$ cat src/rtl/div_arbiter.sv
// Round-robin front end that shares one start-by-reset divider among NREQ requesters.
// Optional build macro DIV_ZERO_CHK_EN: zero divisors are answered locally without touching the divider.
module div_arbiter #(
  parameter int NREQ    = 4,
  parameter int PW      = 3,
  parameter int TIMEOUT = 255
) (
  input  logic                 clk,
  input  logic                 reset,
  input  logic [NREQ-1:0]      req,
  input  logic [32*NREQ-1:0]   dvdend_in,
  input  logic [32*NREQ-1:0]   dvsor_in,
  output logic [NREQ-1:0]      done,
  output logic                 err,
  output logic [31:0]          quotient_out,
  output logic [63:0]          remainder_out,
  output logic                 busy,
  output logic                 div_start,
  output logic [31:0]          div_dvdend,
  output logic [31:0]          div_dvsor,
  input  logic                 div_finished,
  input  logic [31:0]          div_quotient,
  input  logic [63:0]          div_remainder
);

  localparam int CW = (TIMEOUT < 2) ? 1 : $clog2(TIMEOUT + 1);

  typedef enum logic [1:0] {IDLE, START, WAIT, DONE} state_t;

  state_t          state_reg;
  logic [PW-1:0]   ptr_reg;
  logic [PW-1:0]   gnt_reg;
  logic [CW-1:0]   cnt_reg;
  logic            fin_q;
`ifdef DIV_ZERO_CHK_EN
  logic            zero_reg;
`endif

  logic [31:0]     dvdend_arr [NREQ];
  logic [31:0]     dvsor_arr  [NREQ];
  logic [NREQ-1:0] gnt_onehot;
  logic            found;
  logic            hi_found;
  logic [PW-1:0]   hi_sel;
  logic [PW-1:0]   wrap_sel;
  logic [PW-1:0]   gsel;

  generate
    for (genvar gi = 0; gi < NREQ; gi++) begin : g_unpack
      assign dvdend_arr[gi] = dvdend_in[32*gi +: 32];
      assign dvsor_arr[gi]  = dvsor_in[32*gi +: 32];
    end
  endgenerate

  assign gnt_onehot = NREQ'(1) << gnt_reg;

  // Prefer the lowest request above the pointer; otherwise wrap to the lowest request overall.
  always_comb begin
    found    = 1'b0;
    hi_found = 1'b0;
    hi_sel   = '0;
    wrap_sel = '0;
    for (int i = NREQ - 1; i >= 0; i--) begin
      if (req[i]) begin
        found    = 1'b1;
        wrap_sel = PW'(i);
        if (PW'(i) > ptr_reg) begin
          hi_found = 1'b1;
          hi_sel   = PW'(i);
        end
      end
    end
    gsel = hi_found ? hi_sel : wrap_sel;
  end

  always_ff @(posedge clk) begin
    if (!reset) begin
      state_reg     <= IDLE;
      ptr_reg       <= PW'(NREQ - 1);
      gnt_reg       <= '0;
      cnt_reg       <= '0;
      fin_q         <= 1'b1;
      done          <= '0;
      err           <= 1'b0;
      busy          <= 1'b0;
      quotient_out  <= '0;
      remainder_out <= '0;
      div_dvdend    <= '0;
      div_dvsor     <= '0;
      div_start     <= 1'b1;
`ifdef DIV_ZERO_CHK_EN
      zero_reg      <= 1'b0;
`endif
    end else begin
      fin_q <= div_finished;
      case (state_reg)
        IDLE: begin
          div_start <= 1'b0;
          if (found) begin
            ptr_reg    <= gsel;
            gnt_reg    <= gsel;
            div_dvdend <= dvdend_arr[gsel];
            div_dvsor  <= dvsor_arr[gsel];
            busy       <= 1'b1;
            state_reg  <= START;
`ifdef DIV_ZERO_CHK_EN
            zero_reg   <= (dvsor_arr[gsel] == 32'd0);
            div_start  <= (dvsor_arr[gsel] != 32'd0);
`else
            div_start  <= 1'b1;
`endif
          end
        end
        START: begin
          div_start <= 1'b0;
          cnt_reg   <= '0;
          state_reg <= WAIT;
`ifdef DIV_ZERO_CHK_EN
          if (zero_reg) begin
            quotient_out  <= 32'hFFFF_FFFF;
            remainder_out <= {32'h0, div_dvdend};
            err           <= 1'b1;
            done          <= gnt_onehot;
            busy          <= 1'b0;
            state_reg     <= DONE;
          end
`endif
        end
        WAIT: begin
          // Only a fresh low-to-high transition counts; a level left over from before is ignored.
          if (div_finished && !fin_q) begin
            quotient_out  <= div_quotient;
            remainder_out <= div_remainder;
            err           <= 1'b0;
            done          <= gnt_onehot;
            busy          <= 1'b0;
            state_reg     <= DONE;
          end else if (cnt_reg == CW'(TIMEOUT - 1)) begin
            quotient_out  <= 32'hFFFF_FFFF;
            remainder_out <= '0;
            err           <= 1'b1;
            done          <= gnt_onehot;
            busy          <= 1'b0;
            state_reg     <= DONE;
          end else begin
            cnt_reg <= cnt_reg + 1'b1;
          end
        end
        DONE: begin
          done      <= '0;
          state_reg <= IDLE;
        end
        default: state_reg <= IDLE;
      endcase
    end
  end

endmodule

$ cat config.mk
export PLATFORM = sky130hd
export DESIGN_NAME = div_arbiter
export DESIGN_NICKNAME = d
export VERILOG_FILES = /design/src/rtl/div_arbiter.sv
export SDC_FILE = /design/constraint.sdc
export NUM_CORES = 1
export LEC_CHECK = 0
export BUFFER_PORTS_ARGS = -buffer_cell sky130_fd_sc_hd__buf_2
export CAP_MARGIN = 5
export CORE_AREA = 2 2 202 204
export CTS_BUF_LIST = sky130_fd_sc_hd__clkbuf_4 sky130_fd_sc_hd__clkbuf_8
export DETAILED_ROUTE_END_ITERATION = 10
export DIE_AREA = 0 0 204 206
export PLACE_DENSITY = 0.46
export SETUP_SLACK_MARGIN = 0.4
export SLEW_MARGIN = 20
export SYNTH_ARGS = -nofsm -noshare
export SYNTH_HDL_FRONTEND = slang
export SYNTH_SLANG_ARGS = --single-unit
$ cat constraint.sdc
create_clock -name clk -period 5.6 [get_ports clk]
set_input_delay 0.28 -clock clk [delete_from_list [all_inputs] [get_ports clk]]
set_output_delay 0.28 -clock clk [all_outputs]
set_load 0.01 [all_outputs]
==> results of run 1 <==
-- layout by cell type, fill, tap and decap left out, drive strengths merged, types with 8 or more instances in the layout --
cell           n
clkbuf        17
buf          536
mux2i         68
a221oi        63
dfxtp        182
a21oi          8
dlygate4sd3  158
o221a         32
inv           81
nand2          9
nor2          83
o221ai        65
nor3           9
a22oi         64
-- critical path: stages, from the launching register on --
cell and delay (ns):
dfxtp_1 0.36, inv_1 0.09, ha_1 0.41, and3b_2 0.24, buf_4 0.55, a31o_2 0.79, nor3_1 0.18, xnor2_1 0.18
nor2_1 0.06
-- power groups by stage --
stage | sequential, mW | combinational [mW] | clock (mW)
2_1_floorplan | 1.84 | 1.07 | 0
3_5_place_dp | 1.74 | 1.86 | 0
3_3_place_gp | 1.73 | 1.85 | 0
4_1_cts | 1.71 | 1.95 | 0.994
5_1_grt | 1.75 | 2.09 | 1.04
6_report | 1.71 | 1.92 | 0.942
-- final cells by class --
type	instances	area [µm²]
fillers	4197	27100
repair buffers	694	4290
multi-input cells	461	3830
flip-flops and latches	182	3640
well taps	532	666
inverters	70	263
clock buffers	17	234
clock inverters	15	154
diodes	1	2.50
-- layer usage --
metal  vias to the layer above  global-route usage
li1                       4290                   -
met1                      4213               0.178
met2                       282               0.256
met3                        35              0.0388
met4                         0              0.0479
met5                         -                   0
-- logic make-up after synthesis --
kind of cell    share of synthesized area
buf+inv                            0.0793
flops                               0.452
compound gates                      0.299
mux                                0.0844
fa+ha+maj                         0.00931
xor+xnor                          0.00434
simple gates                       0.0724
-- final timing paths --
kind | start | endpoint | slack [ns]
max | state_reg[0] | cnt_reg[7] | 2.61
min | div_quotient[14] | quotient_out[14] | 0.08
max reg2reg | state_reg[0] | cnt_reg[7] | 2.61
min reg2reg | busy | busy | 0.47
==> results.ini, run 1 <==
[status]
status=complete, no violations

[sta]
fin_crit_ns=2.99
rsz0062_at_grt=false
holdWs_ns=0.0804
setup_ws_ns=2.61
fmax_ghz=0.334
max-slew-margin-rel=0.257
hold_viol_final=0
skew_ns=0.0165
setup_violations=0
fin_crit_sh=0.535
fin_setup_tns_ns=0
worstMarginPinSlew_ns=1.12
drv_slew=0

[power_and_ir_drop]
power_switching_mw=1.85
comb_power_share=0.420
p_int_mw=2.73
p_seq_frac=0.375
swShare=0.404
powerDensity_nw_per_um2=350
clockPowerShare=0.206
power_mw=4.58
vdd_drop_max_mv=0.221
leakage_nw=6.30

[run]
cap_violations=0

[drt]
wl_met3_um=1830
drtAntennaViolNets=0
via_per_inst=4.47
drt-pass1-iter-count=5
wl_um=32700
num_vias=8820
drc=0
drt_iter0_drc=370
avgRoutedWirePerCell_um=16.6
wl_met1_um=13800
wl_met2_um=16500
highest_layer=met4

[setup_path]
reg2reg_depth=8
crit_path_end_kind=flop
critPathLaunchType=flop
arrival_ns=3.35
crit_required_ns=5.96
cp_max_fo=67
crit_type=reg -> reg

[worst_hold_path]
holdCritPathClass=in -> reg
hold_depth=2

[place]
dp.cells=1781
post-place-ws_ns=2.57
dpl.hpwl_um=22800
finalWeightedCongestion=0.923
portBuffers=525
placed_cell_area_um2=11100

[synth]
synth-edff-count=0
synth_most_common_cell=dfxtp_1
synth_area_per_cell_um2=10.2
synth_top_area_cell=dfxtp_1
synthCells=790
synthTopCellsByArea=dfxtp_1, mux2i_1, a221oi_2
synth_nets=1155
synth_seq_cells=182
ys.flop_type=dfxtp_1
synth_commonest_cells=dfxtp_1, nor2_1, inv_1
async_flop_share=0
ys_seq_area_frac=0.452
synth.top_cell.area_share=0.452
syn_area_um2=8070
ys_warn_count=0
ys_types=46

[clock_tree]
cts_made_buffers=17
clk_path_buf_depth=2
clkTransAtPathRegs_ns=0.11
clock_latency_ns=0.50
cts_num_sinks=182
htree_levels=4
cts_setup_buffers=0
cts-root-buf=clkbuf_8
cts_resized=0
hold_buffers=158
cts_tree=done

[finish]
drive_gt1_frac=0.451
max_flop_register=remainder_out
largest_register_ffs=64
instances_no_fill=1972
utilization=0.326
area_growth_pct=62.2
nets=1791
fin_area_um2=13100

[die]
dieArea_um2=42000
initial_core_util=0.201
io_pins=526
placement_rows=74
die_y_um=206
coreArea_um2=40200
die_w_um=204

[global_route]
grt_pass1_vias=8668
grt_max_degree=68
grt.total_usage=0.148
grt_pass1_wl_um=48300
antenna_found_initial=1
grt-ovfl-total=0

No activity file was read; power rests on OpenSTA's default activity.
==> run 2: changes to the inputs <==
CORE_AREA = 2 2 206 208   (was 2 2 202 204)
DIE_AREA = 0 0 208 210   (was 0 0 204 206)
PLACE_DENSITY = 0.47   (was 0.46)
clock period = 2.45 ns   (was 5.6 ns; I/O delays follow)
==> results.ini, run 2 (synthesis gave the netlist of run 1 again) <==
[setup_path]
crit_path_end_kind=flop
crit_type=reg -> reg
crit_required_ns=2.89
critPathSlowestCell=dfxtp_1
arrival_ns=2.44
cp_cell_sequence=nand2b_1 -> a21oi_1 -> nor3_4 -> buf_4 -> buf_12 -> mux2i_1 -> a221oi_1
crit_family=flip-flops
reg2reg_depth=7
cpPeakStageDelay_ns=0.45
critPathLaunchType=flop
crit_buf_inv=2
regToRegEndpoint=div_dvsor[0]
reg2reg_setup_slack_ns=0.45
reg2reg_from=ptr_reg[0]
cp_max_fo=15

[finish]
instances_no_fill=2197
area_growth_pct=91.2
largest_register_ffs=64
mostFrequentLayoutCell=buf_2
final_cell_mix=buf_2, dlygate4sd3_1, dfxtp_1, nor2_1, inv_1
drive_gt1_frac=0.406
max_flop_register=remainder_out
nets=2006

[sta]
hold_viol_final=0
max-slew-margin-rel=0.513
fin_crit_sh=0.817
rsz0062_at_grt=false
drv_slew=0
skew_ns=0.0144
fin_setup_tns_ns=0
worstMarginPinSlew_ns=0.731
fin_crit_ns=2.00
fmax_ghz=0.499
setup_ws_ns=0.448
setup_violations=0

[clock_tree]
clkTransAtPathRegs_ns=0.11
cts_num_sinks=182
htree_levels=4
cts-root-buf=clkbuf_8
clk_path_buf_depth=2
clock_latency_ns=0.56
cts_made_buffers=17
cts_tree=done

[die]
dieArea_um2=43700
die_y_um=210
initial_core_util=0.194
die_w_um=208
placement_rows=75
io_pins=526
coreArea_um2=41500

[worst_hold_path]
hold_depth=3
min_delay_worst_endpoint=div_dvdend[22]
hp-start=req[3]
holdCritPathClass=in -> reg

[power_and_ir_drop]
p_seq_frac=0.346
powerDensity_nw_per_um2=743
swShare=0.388
clockPowerShare=0.205
vdd_drop_max_mv=0.490
leakage_nw=7.29
p_int_mw=7.01
power_switching_mw=4.45
comb_power_share=0.450

[place]
post-place-ws_ns=0.284
dp.cells=1800
dpl.hpwl_um=24500
finalWeightedCongestion=0.910
portBuffers=525

[drt]
avgRoutedWirePerCell_um=17.5
via_per_inst=4.53
num_vias=9951
wl_um=38500
drc=0
drt-pass1-iter-count=5
drt_iter0_drc=683
drtAntennaViolNets=0

[run]
cap_violations=0

[global_route]
grt.total_usage=0.171
grt_pass1_wl_um=57900
antenna_found_initial=4
grt-ovfl-total=0
grt_max_degree=70
grt_pass1_vias=10417

[status]
status=complete, no violations

## run 2: changes by cell type in the layout (fill, tap and decap cells not counted), sizes merged, moves of 2 or more
| cell | before | now |
|---|---|---|
| buf | 536 | 553 |
| bufinv | 1 | 3 |
| clkbuf | 17 | 20 |
| clkinv | 1 | 7 |
| diode | 1 | 4 |
| dlygate4sd3 | 158 | 354 |
| inv | 81 | 72 |
## run 2: layout make-up
class                      count  area, µm²
clock buffer                  19        262
inverter                      70        263
antenna                        4       10.0
tap                          539        674
sequential                   182       3640
multi-input combinational    461       3860
timing repair buffer         909       6540
fill                        4080      26100
clock inverter                13        173
## run 2: power by group through the flow
| stage | sequential (mW) | clock (mW) | combinational (mW) |
|---|---|---|---|
| after detailed placement | 4.01 | 0 | 4.47 |
| after floorplan | 4.21 | 0 | 2.45 |
| after CTS | 3.95 | 2.49 | 5.09 |
| final | 3.96 | 2.34 | 5.15 |
| after global placement | 4.01 | 0 | 4.42 |
| after global routing | 4.03 | 2.57 | 5.52 |
## run 2: worst max-delay path by stage
| stage | startpoint | to | slack, ns | depth (start not counted) |
|---|---|---|---|---|
| 2_1_floorplan | state_reg[0] | div_dvdend[25] | 0.64 | 9 |
| 3_5_place_dp | ptr_reg[0] | div_dvdend[18] | 0.28 | 6 |
| 5_1_grt | ptr_reg[1] | div_dvsor[8] | 0.40 | 5 |
| 6_report | ptr_reg[0] | div_dvsor[0] | 0.45 | 7 |
| 4_1_cts | ptr_reg[0] | div_dvdend[18] | 0.39 | 6 |
| 3_3_place_gp | ptr_reg[0] | div_dvdend[18] | 0.35 | 6 |
## run 2: timing repair
item	CTS	global route
hold buffers	354	0
pin swaps	1	1
buffers inserted	3	2
gates cloned	1	1
hold endpoints to repair	166	0
endpoints found under the setup margin	41	50
gates resized for setup	1	5
## run 2: worst register-to-register path, delay by kind of cell (launching register included)
kind / cells / cell delay, ns
muxes: 1 / 0.41
and+or+nand+nor: 2 / 0.42
DFF: 1 / 0.45
AOI/OAI and AO/OA: 2 / 0.24
buffers and inverters: 2 / 0.37
## run 2: routing by layer
| metal | part of all wire | routed length [µm] | vias to the layer above | global-route usage |
|---|---|---|---|---|
| li1 | - | - | 4728 | - |
| met1 | 0.40 | 15400 | 4740 | 0.193 |
| met2 | 0.50 | 19300 | 400 | 0.290 |
| met3 | 0.066 | 2540 | 81 | 0.0553 |
| met4 | 0.034 | 1310 | 2 | 0.0854 |
| met5 | 0.00031 | 12 | - | 0 |
## run 2: stage by stage
step | util | hold WS (ns) | total power [mW] | instance area [µm²]
after floorplan | - | 0.219 | 6.65 | 8070
after global placement | 0.272 | 0.348 | 8.42 | 11300
after detailed placement | 0.272 | 0.350 | 8.48 | 11300
after CTS | 0.370 | 0.111 | 11.5 | 15300
after global routing | 0.372 | 0.167 | 12.1 | 15400
final | 0.372 | 0.190 | 11.5 | 15400
==> run 3: changes to the inputs <==
CORE_AREA = 2 2 202 204   (was 2 2 206 208)
DIE_AREA = 0 0 204 206   (was 0 0 208 210)
PLACE_DENSITY = 0.46   (was 0.47)
clock period = 1.91 ns   (was 2.45 ns; I/O delays follow)
==> results.ini, run 3 (synthesis gave the netlist of run 1 again) <==
[status]
status=complete, no violations

[worst_hold_path]
hold_depth=3
min_delay_worst_endpoint=div_dvsor[14]
holdCritPathClass=in -> reg
hp-start=dvsor_in[46]

[finish]
mostFrequentLayoutCell=buf_2
area_growth_pct=123
final_cell_mix=buf_2, dlygate4sd3_1, dfxtp_1, nor2_1, inv_1
utilization=0.448
largest_register_ffs=64
nets=2087
max_flop_register=remainder_out
instances_no_fill=2271
drive_gt1_frac=0.512

[sta]
max-slew-margin-rel=0.669
drv_slew=0
setup_violations=0
hold_viol_final=0
fmax_ghz=0.568
fin_setup_tns_ns=0
rsz0062_at_grt=true
fin_crit_ns=1.76
holdWs_ns=0.0693
worstMarginPinSlew_ns=0.496
skew_ns=0.0179
fin_crit_sh=0.921

[setup_path]
critPathLaunchType=flop
crit_required_ns=2.32
cp_max_fo=5
reg2reg_setup_slack_ns=0.15
crit_path_end_kind=flop
regToRegEndpoint=div_dvdend[30]
reg2reg_depth=9
reg2reg_from=ptr_reg[0]
arrival_ns=2.17
crit_type=reg -> reg

[power_and_ir_drop]
powerDensity_nw_per_um2=977
comb_power_share=0.547
clockPowerShare=0.159
vdd_drop_max_mv=0.596
power_switching_mw=6.90
swShare=0.392
leakage_nw=8.07
p_int_mw=10.7
p_seq_frac=0.294

[place]
portBuffers=525
dp.cells=1816
dpl.hpwl_um=25800
finalWeightedCongestion=0.870

[drt]
avgRoutedWirePerCell_um=20.1
drc=0
drtAntennaViolNets=0
highest_layer=met4
wl_met1_um=17900
via_per_inst=4.66
num_vias=10575
wl_met3_um=2900
wl_met2_um=23100
wl_um=45600
drt_iter0_drc=594
drt-pass1-iter-count=5

[clock_tree]
clkTransAtPathRegs_ns=0.11
clk_path_buf_depth=2
clock_latency_ns=0.50
cts_tree=done
cts-root-buf=clkbuf_8
cts_made_buffers=17
cts_num_sinks=182
htree_levels=4

[die]
placement_rows=74
io_pins=526
dieArea_um2=42000
die_y_um=206
initial_core_util=0.201
die_w_um=204
coreArea_um2=40200

[global_route]
grt-ovfl-total=0
antenna_found_initial=4
grt_max_degree=72
grt_pass1_vias=10987
grt.total_usage=0.189
grt_pass1_wl_um=61500

[run]
cap_violations=0

## run 3: how the worst max path moves through the flow
stage | startpoint | to | depth (start not counted)
6_report | ptr_reg[0] | div_dvdend[30] | 9
5_1_grt | ptr_reg[0] | div_dvsor[21] | 9
4_1_cts | ptr_reg[0] | div_dvdend[24] | 8
3_5_place_dp | ptr_reg[0] | div_dvdend[24] | 7
3_3_place_gp | ptr_reg[0] | div_dvdend[24] | 7
2_1_floorplan | state_reg[0] | div_dvdend[25] | 9
## run 3: area by class of cell
type | instances | area, µm²
inverters | 70 | 265
diodes | 4 | 10.0
multi-input cells | 464 | 5090
well taps | 532 | 666
clock buffers | 19 | 255
clock inverters | 13 | 134
fillers | 3662 | 22200
flip-flops and latches | 182 | 3660
repair buffers | 987 | 7930
## run 3: through the flow
step / area [µm²] / total power [mW] / setup WS, ns
finish: 18000 / 17.6 / 0.151
CTS: 16800 / 16.2 / 0.166
detailed placement: 11800 / 11.5 / -0.0418
global placement: 11800 / 11.4 / 0.0202
floorplan: 8560 / 9.11 / 0.298
global route: 18000 / 18.5 / 0.0960
## run 3: power by group through the flow
stage	Sequential, mW	Combinational, mW	Clock (mW)
final	5.17	9.62	2.80
after global routing	5.25	10.2	3.06
after CTS	5.12	8.12	2.94
after detailed placement	5.20	6.27	0
after global placement	5.18	6.23	0
after floorplan	5.46	3.65	0
## run 3: repair_timing
action,in CTS,in global routing
resized for setup,108,117
endpoints found under the hold margin,165,1
setup buffers,20,15
cloned,13,20
hold buffers,349,2
endpoints found under the setup margin,179,179
pin swaps,29,35
## run 3: layer usage
metal	up-vias	GRT usage
li1	4940	-
met1	5086	0.212
met2	454	0.335
met3	95	0.0486
met4	0	0.0914
met5	-	0
## run 3: critical path, cell delays in order (launching register included)
cell	delay [ns]
dfxtp_4	0.37
nand2b_4	0.16
a21oi_4	0.15
nor3_4	0.06
buf_12	0.16
buf_12	0.12
buf_16	0.14
buf_8	0.13
mux2i_2	0.15
a221oi_2	0.23
